**src/rtl/stopwatch_timekeeper_if.sv**
```systemverilog
// Stopwatch bus: tick input, debounced buttons, divider enable and BCD display outputs.
interface stopwatch_timekeeper_if;
  logic       tick_clk;
  logic       btn_start_stop;
  logic       btn_clear;
  logic       btn_lap;
  logic       start_stop;
  logic [3:0] min_t;
  logic [3:0] min_o;
  logic [3:0] sec_t;
  logic [3:0] sec_o;
  logic [3:0] cs_t;
  logic [3:0] cs_o;
  logic       wrapped;
  logic       lap_active;

  modport master (
    output tick_clk, btn_start_stop, btn_clear, btn_lap,
    input  start_stop, min_t, min_o, sec_t, sec_o, cs_t, cs_o, wrapped, lap_active
  );

  modport slave (
    input  tick_clk, btn_start_stop, btn_clear, btn_lap,
    output start_stop, min_t, min_o, sec_t, sec_o, cs_t, cs_o, wrapped, lap_active
  );
endinterface

```
**src/rtl/stopwatch_timekeeper.sv**
```systemverilog
// MM:SS.cc BCD stopwatch with IDLE/RUN/PAUSE control driven by a synchronized 100 Hz tick.
// Optional lap (display freeze) feature compiled in with `define STOPWATCH_LAP_EN.
module stopwatch_timekeeper (
  input  logic                   clk,
  input  logic                   rst,
  stopwatch_timekeeper_if.slave  bus
);

  typedef enum logic [1:0] {IDLE, RUN, PAUSE} state_t;

  typedef struct packed {
    logic [3:0] mt;
    logic [3:0] mo;
    logic [3:0] st;
    logic [3:0] so;
    logic [3:0] ct;
    logic [3:0] co;
  } bcd_time_t;

  localparam bcd_time_t TIME_MAX = 24'h595999;

  state_t    state_q, state_d;
  bcd_time_t count, count_d;
  bcd_time_t disp_q, disp_d;
  logic      wrapped_q, wrapped_d;
  logic      frozen_q, frozen_d;
  logic      start_stop_q;
  logic [1:0] rst_pipe;
  logic      rst_sync;
  logic      tick_s1, tick_s2, tick_hist;
  logic      ss_prev, clr_prev;
  logic      tick_ev, ss_edge, clr_edge, lap_edge;

  // Assert immediately, release two clk edges later
  always_ff @(posedge clk or negedge rst) begin
    if (!rst) rst_pipe <= '0;
    else      rst_pipe <= {rst_pipe[0], 1'b1};
  end
  assign rst_sync = rst_pipe[1];

  always_ff @(posedge clk or negedge rst_sync) begin
    if (!rst_sync) begin
      tick_s1   <= 1'b0;
      tick_s2   <= 1'b0;
      tick_hist <= 1'b0;
      ss_prev   <= 1'b0;
      clr_prev  <= 1'b0;
    end else begin
      tick_s1   <= bus.tick_clk;
      tick_s2   <= tick_s1;
      tick_hist <= tick_s2;
      ss_prev   <= bus.btn_start_stop;
      clr_prev  <= bus.btn_clear;
    end
  end

  assign tick_ev  = tick_s2 & ~tick_hist;
  assign ss_edge  = bus.btn_start_stop & ~ss_prev;
  assign clr_edge = bus.btn_clear & ~clr_prev;

`ifdef STOPWATCH_LAP_EN
  logic lap_prev;
  always_ff @(posedge clk or negedge rst_sync) begin
    if (!rst_sync) lap_prev <= 1'b0;
    else           lap_prev <= bus.btn_lap;
  end
  assign lap_edge = bus.btn_lap & ~lap_prev;
`else
  assign lap_edge = 1'b0;
`endif

  function automatic bcd_time_t bcd_inc(input bcd_time_t t);
    bcd_time_t n;
    n = t;
    if (t.co != 4'd9) n.co = 4'(t.co + 4'd1);
    else begin
      n.co = 4'd0;
      if (t.ct != 4'd9) n.ct = 4'(t.ct + 4'd1);
      else begin
        n.ct = 4'd0;
        if (t.so != 4'd9) n.so = 4'(t.so + 4'd1);
        else begin
          n.so = 4'd0;
          if (t.st != 4'd5) n.st = 4'(t.st + 4'd1);
          else begin
            n.st = 4'd0;
            if (t.mo != 4'd9) n.mo = 4'(t.mo + 4'd1);
            else begin
              n.mo = 4'd0;
              n.mt = (t.mt != 4'd5) ? 4'(t.mt + 4'd1) : 4'd0;
            end
          end
        end
      end
    end
    return n;
  endfunction

  // Next state, counter, wrap flag and freeze control
  always_comb begin
    state_d   = state_q;
    count_d   = count;
    wrapped_d = wrapped_q;
    frozen_d  = frozen_q;

    if (state_q == RUN && tick_ev) begin
      count_d = bcd_inc(count);
      if (count == TIME_MAX) wrapped_d = 1'b1;
    end

    unique case (state_q)
      IDLE: begin
        if (ss_edge) state_d = RUN;
      end
      RUN: begin
        if (ss_edge)  state_d  = PAUSE;
        if (lap_edge) frozen_d = ~frozen_q;
      end
      PAUSE: begin
        if (clr_edge) begin
          state_d   = IDLE;
          count_d   = '0;
          wrapped_d = 1'b0;
          frozen_d  = 1'b0;
        end else if (ss_edge) begin
          state_d = RUN;
        end
      end
      default: state_d = IDLE;
    endcase

    // Hold only while already frozen; a new freeze captures this edge's count
    disp_d = (frozen_q && frozen_d) ? disp_q : count_d;
  end

  always_ff @(posedge clk or negedge rst_sync) begin
    if (!rst_sync) begin
      state_q      <= IDLE;
      count        <= '0;
      disp_q       <= '0;
      wrapped_q    <= 1'b0;
      frozen_q     <= 1'b0;
      start_stop_q <= 1'b1;
    end else begin
      state_q      <= state_d;
      count        <= count_d;
      disp_q       <= disp_d;
      wrapped_q    <= wrapped_d;
      frozen_q     <= frozen_d;
      start_stop_q <= (state_d != RUN);
    end
  end

  assign bus.start_stop = start_stop_q;
  assign bus.min_t      = disp_q.mt;
  assign bus.min_o      = disp_q.mo;
  assign bus.sec_t      = disp_q.st;
  assign bus.sec_o      = disp_q.so;
  assign bus.cs_t       = disp_q.ct;
  assign bus.cs_o       = disp_q.co;
  assign bus.wrapped    = wrapped_q;
  assign bus.lap_active = frozen_q;

endmodule

```
**src/flat_wrapper.sv**
```systemverilog
// flat-port wrapper written by rule: the top's interface ports become plain ports
module stopwatch_timekeeper_flat 
  (clk, rst, bus_tick_clk, bus_btn_start_stop, bus_btn_clear, bus_btn_lap, bus_start_stop, bus_min_t, bus_min_o, bus_sec_t, bus_sec_o, bus_cs_t, bus_cs_o, bus_wrapped, bus_lap_active);
  stopwatch_timekeeper_if bus_i ();
  input  logic clk;
  input  logic rst;
  input wire logic [$bits(bus_i.tick_clk)-1:0] bus_tick_clk;
  input wire logic [$bits(bus_i.btn_start_stop)-1:0] bus_btn_start_stop;
  input wire logic [$bits(bus_i.btn_clear)-1:0] bus_btn_clear;
  input wire logic [$bits(bus_i.btn_lap)-1:0] bus_btn_lap;
  output wire logic [$bits(bus_i.start_stop)-1:0] bus_start_stop;
  output wire logic [$bits(bus_i.min_t)-1:0] bus_min_t;
  output wire logic [$bits(bus_i.min_o)-1:0] bus_min_o;
  output wire logic [$bits(bus_i.sec_t)-1:0] bus_sec_t;
  output wire logic [$bits(bus_i.sec_o)-1:0] bus_sec_o;
  output wire logic [$bits(bus_i.cs_t)-1:0] bus_cs_t;
  output wire logic [$bits(bus_i.cs_o)-1:0] bus_cs_o;
  output wire logic [$bits(bus_i.wrapped)-1:0] bus_wrapped;
  output wire logic [$bits(bus_i.lap_active)-1:0] bus_lap_active;
  assign bus_i.tick_clk = bus_tick_clk;
  assign bus_i.btn_start_stop = bus_btn_start_stop;
  assign bus_i.btn_clear = bus_btn_clear;
  assign bus_i.btn_lap = bus_btn_lap;
  assign bus_start_stop = bus_i.start_stop;
  assign bus_min_t = bus_i.min_t;
  assign bus_min_o = bus_i.min_o;
  assign bus_sec_t = bus_i.sec_t;
  assign bus_sec_o = bus_i.sec_o;
  assign bus_cs_t = bus_i.cs_t;
  assign bus_cs_o = bus_i.cs_o;
  assign bus_wrapped = bus_i.wrapped;
  assign bus_lap_active = bus_i.lap_active;
  stopwatch_timekeeper u_core (.clk(clk), .rst(rst), .bus(bus_i));
endmodule
```
**config.mk**
```make
export PLATFORM = sky130hd
export DESIGN_NAME = stopwatch_timekeeper_flat
export DESIGN_NICKNAME = d
export VERILOG_FILES = /design/src/rtl/stopwatch_timekeeper_if.sv /design/src/rtl/stopwatch_timekeeper.sv /design/src/flat_wrapper.sv
export SDC_FILE = /design/constraint.sdc
export NUM_CORES = 1
export LEC_CHECK = 0
export CAP_MARGIN = 15
export CORE_MARGIN = 2
export CORE_UTILIZATION = 45
export DETAILED_ROUTE_END_ITERATION = 8
export PLACE_DENSITY = 0.73
export SETUP_SLACK_MARGIN = 0.2
export SYNTH_ARGS = -nofsm -noshare
export SYNTH_HDL_FRONTEND = slang
export SYNTH_SLANG_ARGS = --single-unit
```
**constraint.sdc**
```tcl
create_clock -name clk -period 5.35 [get_ports clk]
set_input_delay 1.605 -clock clk [delete_from_list [all_inputs] [get_ports clk]]
set_output_delay 1.605 -clock clk [all_outputs]
set_load 0.1 [all_outputs]
```
==> flow_summary.json <==
{
  "place_hpwl_um": 3350,
  "cap_violations": 0,
  "tns_ns": 0,
  "dieHeight_um": 81.0,
  "cts_made_buffers": 9,
  "place_area_um2": 3030,
  "synth.most_common_cell": "dfrtp_1",
  "antenna_found_initial": 0,
  "timing.slew.headroom_pct": 35.0,
  "critPathTopFamily": "buffers and inverters",
  "first_iter_violations": 82,
  "clk_pin_slew_worst_paths_ns": 0.07,
  "synth_flop_cell": "dfrtp_1",
  "setup_slack_ns": 1.65,
  "area_delta_synth_final_pct": 20.6,
  "synth_top_area_share_pct": 55.4,
  "post-place-ws_ns": 1.79,
  "final-seq-area_um2": 1500,
  "rsz0062_at_grt": "no",
  "via_count": 2003,
  "final-hold-violation-count": 0,
  "period_share_pct": 69.2,
  "drc": 0,
  "worstSetupPathDepth": 1,
  "ys_types": 46,
  "cts_tree": "done",
  "grt_first_pass_wirelength_um": 8910,
  "slew_violations": 0,
  "clock-sinks": 60,
  "hold_path.class": "reg -> async",
  "ant_nets": 0,
  "worst-path-buf-inv": 1,
  "utilization_pct": 55.3,
  "multiInputGateArea_um2": 1080,
  "cp_slowest_cell": "clkdlybuf4s50_1",
  "path_class": "reg -> out",
  "cp.arrival_ns": 2.10,
  "design_area_um2": 3210,
  "cts-root-buf": "clkbuf_8",
  "ios": 33,
  "via_per_inst": 5.33,
  "clock_path_buffers": 2,
  "first_global_vias": 1955,
  "setup-violations-final": 0,
  "place_congestion": 0.785,
  "core_area_um2": 5820,
  "ys_async_sr_fraction_pct": 100,
  "clk_latency_ns": 0.34,
  "max_freq_mhz": 270,
  "avgSynthCellArea_um2": 10.1,
  "crit_chain": "clkdlybuf4s50_1",
  "synth_edf_count": 0,
  "r2r_cells": 5,
  "holdBufCountCts": 0,
  "required_ns": 3.74,
  "cts.repair.resized": 0,
  "antenna_cells": 0,
  "skew_ns": 0.00559,
  "outcome": "completed",
  "wl_per_cell_um": 13.6,
  "crit_path_end_kind": "primary output",
  "path_max_fanout": 9,
  "ys_ff_latch": 60,
  "syn-instance-count": 264,
  "syn_nets": 272,
  "synthesis.area_um2": 2670,
  "io_buffers": 31,
  "ys_seq_area_share_pct": 56.4,
  "fillCellCount": 531,
  "cts_setup_buffers": 0,
  "grt_max_degree": 44,
  "max_stage_delay_ns": 1.20,
  "yosysWarnings": 0,
  "die_w_um": 81.0,
  "dr.pass1.iters": 4,
  "dieArea_um2": 6560,
  "num_rows": 28,
  "tightest_slew_ns": 0.971,
  "layout-drive-gt1-share_pct": 7.97,
  "crit_path_start_kind": "flip-flop",
  "synth_top_area_cell": "dfrtp_1",
  "routed_wl_um": 5130,
  "period_needed_ns": 3.70,
  "ctsHtreeMaxLevel": 3,
  "grt_use_total_pct": 18.4,
  "synthTopCellsByCount": "dfrtp_1, a21oi_1, nor2_1, o21ai_0, nand2_1",
  "grt_overflow": 0,
  "yosys-top-cells-area": "dfrtp_1, a21oi_1, nor2_1",
  "start_util_pct": 45.8,
  "nets": 304
}
-- worst reg2reg max path, delay by kind of cell, from the launching register on --
| family | cells | cell delay [ns] |
|---|---|---|
| DFF | 1 | 0.45 |
| AOI/OAI and AO/OA | 1 | 0.10 |
| muxes | 1 | 0.30 |
| and+or+nand+nor | 3 | 1.08 |
-- final timing paths --
path | slack (ns) | endpoint | from
hold / removal | 0.29 | u_core.bus.cs_t[2] | u_core.rst_pipe[1]
setup / recovery | 1.65 | bus_lap_active | u_core.bus.lap_active
setup reg to reg | 3.28 | u_core.bus.min_t[1] | u_core.count[5]
min in group clk | 0.35 | u_core.tick_s2 | u_core.tick_s1
max in group asynchronous | 3.80 | u_core.rst_pipe[1] | rst
hold reg to reg | 0.29 | u_core.bus.cs_t[2] | u_core.rst_pipe[1]
-- metrics by stage --
stage | hold WS [ns] | std cells
finish | 0.287 | 376
global route | 0.364 | 376
CTS | 0.317 | 375
detailed placement | 0.314 | 359
global placement | 0.308 | 359
floorplan | 0.331 | 264
-- sequential cells by signal, summed over array words and instances (netlist names) --
register               cells
u_core.bus.wrapped         1
u_core.bus.min_t           4
u_core.tick_s1             1
u_core.bus.min_o           4
u_core.bus.cs_o            4
u_core.bus.cs_t            4
u_core.tick_hist           1
u_core.bus.sec_o           4
u_core.tick_s2             1
u_core.bus.lap_active      1
u_core.ss_prev             1
u_core.state_q             2
u_core.bus.start_stop      1
u_core.clr_prev            1
u_core.count              24
u_core.rst_pipe            2
u_core.bus.sec_t           4
-- cells in the final DEF, fill, tap and decap left out, types with 4 or more instances in the layout --
master / instances
nand3_1: 9
inv_1: 7
xnor2_1: 4
nand2_1: 17
nor3_1: 5
o21ai_0: 21
clkbuf_8: 9
nor2_1: 29
nand4_1: 5
a21oi_1: 31
dfrtp_1: 58
xor2_1: 7
clkdlybuf4s50_1: 31
nor2b_1: 7
nand2b_1: 5
-- cell type report --
type                    instances  area share, %
repair buffers                 34           10.6
multi-input cells             184           33.6
well taps                      75           2.92
clock buffers                  10           3.97
flip-flops and latches         60           46.8
clock inverters                 6           1.28
inverters                       7          0.817
-- layer usage --
| layer | global-route usage (%) | part of all wire (%) |
|---|---|---|
| met5 | 0 | 0 |
| met3 | 7.22 | 4.1 |
| met1 | 22.9 | 46 |
| met4 | 7.12 | 1.4 |
| met2 | 28.8 | 48 |
-- cell families (layout without fill, tap and decap cells) --
group	after synthesis	count (layout)	share of synthesized area, %
and+or+nand+nor	101	101	20.8
AOI/OAI and AO/OA	67	67	14.3
DFF	60	60	56.4
buffers and inverters	20	57	3.10
xor gates and xnor gates	11	11	3.61
adders and majority gates	2	2	0.938
muxes	2	2	0.751
other	1	1	0.141
Power is left out: the tool's default activity adds up to more than one toggle a clock period on the data nets, which glitch-free logic cannot reach.
